<file path="src/rtl/inst_rom_loader_pkg.sv">
// Shared bus widths and loader FSM encodings for the boot-time
// instruction loader.
package inst_rom_loader_pkg;

  localparam int InstAddrBus    = 32;
  localparam int InstBus        = 32;
  localparam int LoaderStateBus = 3;

  typedef enum logic [LoaderStateBus-1:0] {
    S_LEN   = 3'd0,
    S_DATA  = 3'd1,
    S_WRITE = 3'd2,
    S_DONE  = 3'd3,
    S_ERR   = 3'd4
  } loader_state_e;

endpackage

</file>
<file path="src/rtl/inst_rom_loader_packer.sv">
// Big-endian byte-to-word packer, shared by the length header and
// the instruction words.
module inst_rom_loader_packer
  import inst_rom_loader_pkg::*;
(
  input  logic               clk,
  input  logic               rst,
  input  logic               i_take,
  input  logic [7:0]         i_byte,
  output logic [InstBus-1:0] o_word,
  output logic               o_word_valid
);

  logic [23:0] r_sh;
  logic [1:0]  r_cnt;

  always_ff @(posedge clk) begin
    if (!rst) begin
      r_sh  <= '0;
      r_cnt <= '0;
    end else if (i_take) begin
      r_sh  <= {r_sh[15:0], i_byte};
      r_cnt <= r_cnt + 2'd1;
    end
  end

  // The 4th byte completes the word in the same cycle it arrives.
  assign o_word       = {r_sh, i_byte};
  assign o_word_valid = i_take && (r_cnt == 2'd3);

endmodule

</file>
<file path="src/rtl/inst_rom_loader.sv">
// Streams a length-prefixed big-endian image into instruction memory
// and holds the core in reset until the image is complete.
module inst_rom_loader
  import inst_rom_loader_pkg::*;
#(
  parameter int unsigned MAX_WORDS = 1024,
  parameter logic [31:0] BASE_ADDR = 32'h0000_0000
) (
  input  logic                   clk,
  input  logic                   rst,
  input  logic                   byte_valid_i,
  input  logic [7:0]             byte_data_i,
  output logic                   byte_ready_o,
  output logic                   mem_we_o,
  output logic [InstAddrBus-1:0] mem_addr_o,
  output logic [InstBus-1:0]     mem_data_o,
  output logic                   cpu_rst_o,
  output logic                   done_o,
  output logic                   err_o
);

  localparam int IDX_W = $clog2(MAX_WORDS) + 1;

  loader_state_e    r_state;
  loader_state_e    w_state_nxt;
  logic             r_ready;
  logic             r_we;
  logic [31:0]      r_addr;
  logic [31:0]      r_data;
  logic             r_cpu_rst;
  logic             r_done;
  logic             r_err;
  logic [31:0]      r_len;
  logic [31:0]      w_len_nxt;
  logic [IDX_W-1:0] r_idx;
  logic [IDX_W-1:0] w_idx_nxt;
  logic [IDX_W-1:0] w_idx_inc;
  logic             w_take;
  logic [31:0]      w_word;
  logic             w_word_valid;
  logic [31:0]      w_addr;

  assign w_take    = byte_valid_i && r_ready;
  assign w_idx_inc = r_idx + 1'b1;
  assign w_addr    = BASE_ADDR + (32'(r_idx) << 2);

  inst_rom_loader_packer u_packer (
    .clk          (clk),
    .rst          (rst),
    .i_take       (w_take),
    .i_byte       (byte_data_i),
    .o_word       (w_word),
    .o_word_valid (w_word_valid)
  );

  always_comb begin
    w_state_nxt = r_state;
    w_len_nxt   = r_len;
    w_idx_nxt   = r_idx;
    unique case (r_state)
      S_LEN: begin
        if (w_word_valid) begin
          w_len_nxt = w_word;
          if (w_word == 32'd0)
            w_state_nxt = S_DONE;
          else if (w_word > 32'(MAX_WORDS))
            w_state_nxt = S_ERR;
          else
            w_state_nxt = S_DATA;
        end
      end
      S_DATA: begin
        if (w_word_valid)
          w_state_nxt = S_WRITE;
      end
      S_WRITE: begin
        w_idx_nxt = w_idx_inc;
        if (32'(w_idx_inc) == r_len)
          w_state_nxt = S_DONE;
        else
          w_state_nxt = S_DATA;
      end
      S_DONE:  w_state_nxt = S_DONE;
      S_ERR:   w_state_nxt = S_ERR;
      default: w_state_nxt = S_LEN;
    endcase
  end

  always_ff @(posedge clk) begin
    if (!rst) begin
      r_state   <= S_LEN;
      r_len     <= '0;
      r_idx     <= '0;
      r_ready   <= 1'b0;
      r_we      <= 1'b0;
      r_addr    <= '0;
      r_data    <= '0;
      r_cpu_rst <= 1'b1;
      r_done    <= 1'b0;
      r_err     <= 1'b0;
    end else begin
      r_state   <= w_state_nxt;
      r_len     <= w_len_nxt;
      r_idx     <= w_idx_nxt;
      r_ready   <= (w_state_nxt == S_LEN) ||
                   (w_state_nxt == S_DATA);
      r_we      <= (w_state_nxt == S_WRITE);
      r_cpu_rst <= (w_state_nxt != S_DONE);
      r_done    <= (w_state_nxt == S_DONE);
      r_err     <= (w_state_nxt == S_ERR);
      if (w_state_nxt == S_WRITE) begin
        r_addr <= w_addr;
        r_data <= w_word;
      end
    end
  end

  assign byte_ready_o = r_ready;
  assign mem_we_o     = r_we;
  assign mem_addr_o   = r_addr;
  assign mem_data_o   = r_data;
  assign cpu_rst_o    = r_cpu_rst;
  assign done_o       = r_done;
  assign err_o        = r_err;

endmodule

</file>
<file path="config.mk">
export PLATFORM = sky130hd
export DESIGN_NAME = inst_rom_loader
export DESIGN_NICKNAME = d
export VERILOG_FILES = /design/src/rtl/inst_rom_loader_pkg.sv /design/src/rtl/inst_rom_loader_packer.sv /design/src/rtl/inst_rom_loader.sv
export SDC_FILE = /design/constraint.sdc
export NUM_CORES = 1
export LEC_CHECK = 0
export ABC_CLOCK_PERIOD_IN_PS = 2200
export BUFFER_PORTS_ARGS = -buffer_cell sky130_fd_sc_hd__buf_2
export CORE_MARGIN = 2
export CORE_UTILIZATION = 52
export DETAILED_ROUTE_END_ITERATION = 8
export PLACE_DENSITY = 0.76
export SKIP_CTS_REPAIR_TIMING = 1
export SYNTH_ARGS = -nofsm -noshare
export SYNTH_HDL_FRONTEND = slang
export SYNTH_SLANG_ARGS = --single-unit
</file>
<file path="constraint.sdc">
create_clock -name clk -period 2.2 [get_ports clk]
set_input_delay 0 -clock clk [delete_from_list [all_inputs] [get_ports clk]]
set_output_delay 0 -clock clk [all_outputs]
set_load 0.01 [all_outputs]
</file>
==> results.toml <==
[run_status]
outcome = "completed"

[place]
dpl.cell_count = 829
dp_hpwl_mm = 10.4
place_area_um2 = 6010
io_buffers = 58
place.gp.congestion = 0.862

[finish]
post-route-util = 0.653
area_growth_pct = 21.5
design_area_um2 = 6770
layout.cells.non_filler = 869
drive_gt1_frac = 0.209
fin_nets = 734
antenna_cells = 0

[detailed_routing]
drt-wirelength-per-cell_um = 18.1
routed_wl_mm = 15.7
route.vias.total = 5324
vias_per_cell = 6.13
drc = 0
postRouteAntennaNets = 0
drt_iter0_drc = 409
drt_pre_antenna_iters = 5

[critical_path]
r2r_end = "mem_addr_o[9]"
worst_setup_path_start_kind = "flip-flop"
cp.arrival_ns = 2.51
r2r_start = "u_packer.r_sh[3]"
cp-startpoint = "u_packer.r_sh[3]"
crit_path_max_fanout = 12
r2r.worst_path.cells = 7
reg2reg_slack_ns = 0.14
worst_ep_required_time_ns = 2.65
critPathKind = "reg -> reg"
crit_path_end_kind = "flip-flop"

[yosys]
synth_cell_type_count = 58
synth.cell_area_um2 = 5570
synthArstFlopShare = 0
yosysTopAreaCell = "dfxtp_1"
syn_inst = 660
synth_top_area_frac = 0.431
ys_top_cells_by_area = "dfxtp_1 (43%), nand2_1 (11%), a32oi_1 (6.4%), o2111ai_1 (6.1%), a21oi_1 (5.7%)"
syn_avg_cell_area_um2 = 8.44
yosys-top-cells-count = "nand2_1 (168), dfxtp_1 (120), a21oi_1 (63), a32oi_1 (41), clkbuf_1 (40)"
ys_ff_latch = 120
yosysMostFrequentCell = "nand2_1"
yosysSeqAreaShare = 0.431
synth_edf_count = 0
synthFlopType = "dfxtp_1"
yosysWarnings = 0

[timing]
rsz0062_at_grt = "true"
drv_slew = 0
finalSetupViolCount = 0
relSlewSlack = 0.400
tightest_slew_ns = 0.899
hold_viol_final = 0
max_freq_mhz = 485
fin_crit_sh = 0.938
finalCriticalPeriod_ns = 2.06
holdWs_ns = 0.0443
fin_worst_skew_ns = 0.00926

[cts]
cts_max_level = 4
clk_latency_ns = 0.51
cts_sinks = 120
cts-buffers-inserted = 17
cts_tree = "done"
clockBufferDepth = 2
clk_pin_slew_ns = 0.06
root_buffer = "clkbuf_8"

[die]
coreArea_um2 = 10400
die_w_um = 108
pin_count = 80
dieArea_um2 = 11600
die_y_um = 108
rows = 37
initial_core_util = 0.537

[global_route]
grt_max_degree = 90
grt.total_usage = 0.279
grt_pass1_wl_mm = 25.5
antenna_found_initial = 0
grt_overflow = 0
grt_pass1_vias = 5031

[pwr]
p_leak_nw = 2.66
ir_worst_vdd_uv = 663
power_density_nw_per_um2 = 764

[worst_hold_path]
hold_path_depth = 4
hold_class = "in -> reg"
hold_end = "r_state[0]"
hp-start = "byte_valid_i"

[job]
max-cap-violations = 0
[state kept, by name (all words and copies together) (netlist names)]
signal,cells
u_packer.r_sh,24
err_o,1
r_idx,11
cpu_rst_o,1
mem_we_o,1
byte_ready_o,1
mem_data_o,32
r_len,32
r_state,3
mem_addr_o,11
u_packer.r_cnt,2
done_o,1
[routing by layer]
metal	share of wire	wire [um]	vias up	global-route usage
met5	0	0	-	0
met4	0.029	450	0	0.124
met3	0.066	1040	42	0.0515
met2	0.49	7730	243	0.456
met1	0.41	6520	2571	0.359
li1	-	-	2468	-
[critical path, stage by stage, from the launching register on]
cell,delay (ns)
dfxtp_1,0.32
or4_1,0.59
nor3_4,0.22
a41oi_4,0.19
nor3_4,0.25
buf_4,0.23
a32oi_1,0.08
nand2_1,0.11
[cell families after synthesis]
family,Yosys count,share of synthesized area
compound gates,174,0.231
flops,120,0.431
simple gates,253,0.209
buf+inv,87,0.0862
xor+xnor,19,0.0299
fa+ha+maj,2,0.00449
mux,4,0.00764
other cells,1,0.000673
[area by class of cell]
| class | instances | area, um^2 |
|---|---|---|
| fillers | 852 | 3600 |
| multi-input cells | 473 | 2870 |
| flip-flops and latches | 120 | 2400 |
| repair buffers | 105 | 716 |
| clock buffers | 18 | 428 |
| clock inverters | 13 | 170 |
| well taps | 136 | 170 |
| inverters | 4 | 15.0 |
[layout by cell type (no fill, tap or decap), types with 5 or more instances in the layout]
cell type / Yosys / routed
o2111ai_1: 39 / 39
nand3_1: 7 / 6
a32oi_1: 41 / 41
nand4_1: 6 / 6
dlygate4sd3_1: 0 / 9
nand2b_1: 6 / 6
buf_4: 23 / 34
nor3_1: 6 / 5
buf_2: 12 / 58
nor2_1: 22 / 22
dfxtp_1: 120 / 119
nor4_1: 10 / 8
clkbuf_16: 0 / 16
nand2_1: 168 / 168
xnor2_1: 14 / 14
conb_1: 1 / 21
a21oi_1: 63 / 63
[where the power goes]
group | switching (mW) | internal (mW)
Sequential | 0.0169 | 2.19
Combinational | 0.133 | 0.0530
Clock | 1.02 | 1.76
[worst max-delay path by stage]
stage / to / slack, ns / cells after the start
2_1_floorplan: mem_addr_o[10] / 0.03 / 10
3_3_place_gp: mem_data_o[22] / 0.11 / 8
3_5_place_dp: mem_data_o[7] / 0.07 / 8
4_1_cts: mem_addr_o[10] / -0.04 / 8
5_1_grt: mem_addr_o[5] / -0.01 / 9
6_report: mem_addr_o[9] / 0.14 / 7
[through the flow]
stage	power (mW)	setup WS, ns	TNS [ns]
floorplan	2.38	0.0340	0
global placement	2.41	0.109	0
detailed placement	2.41	0.0651	0
CTS	5.18	-0.0414	-0.112
global route	5.31	-0.0130	-0.0211
finish	5.17	0.136	0
(Power assumes the default switching activity.)
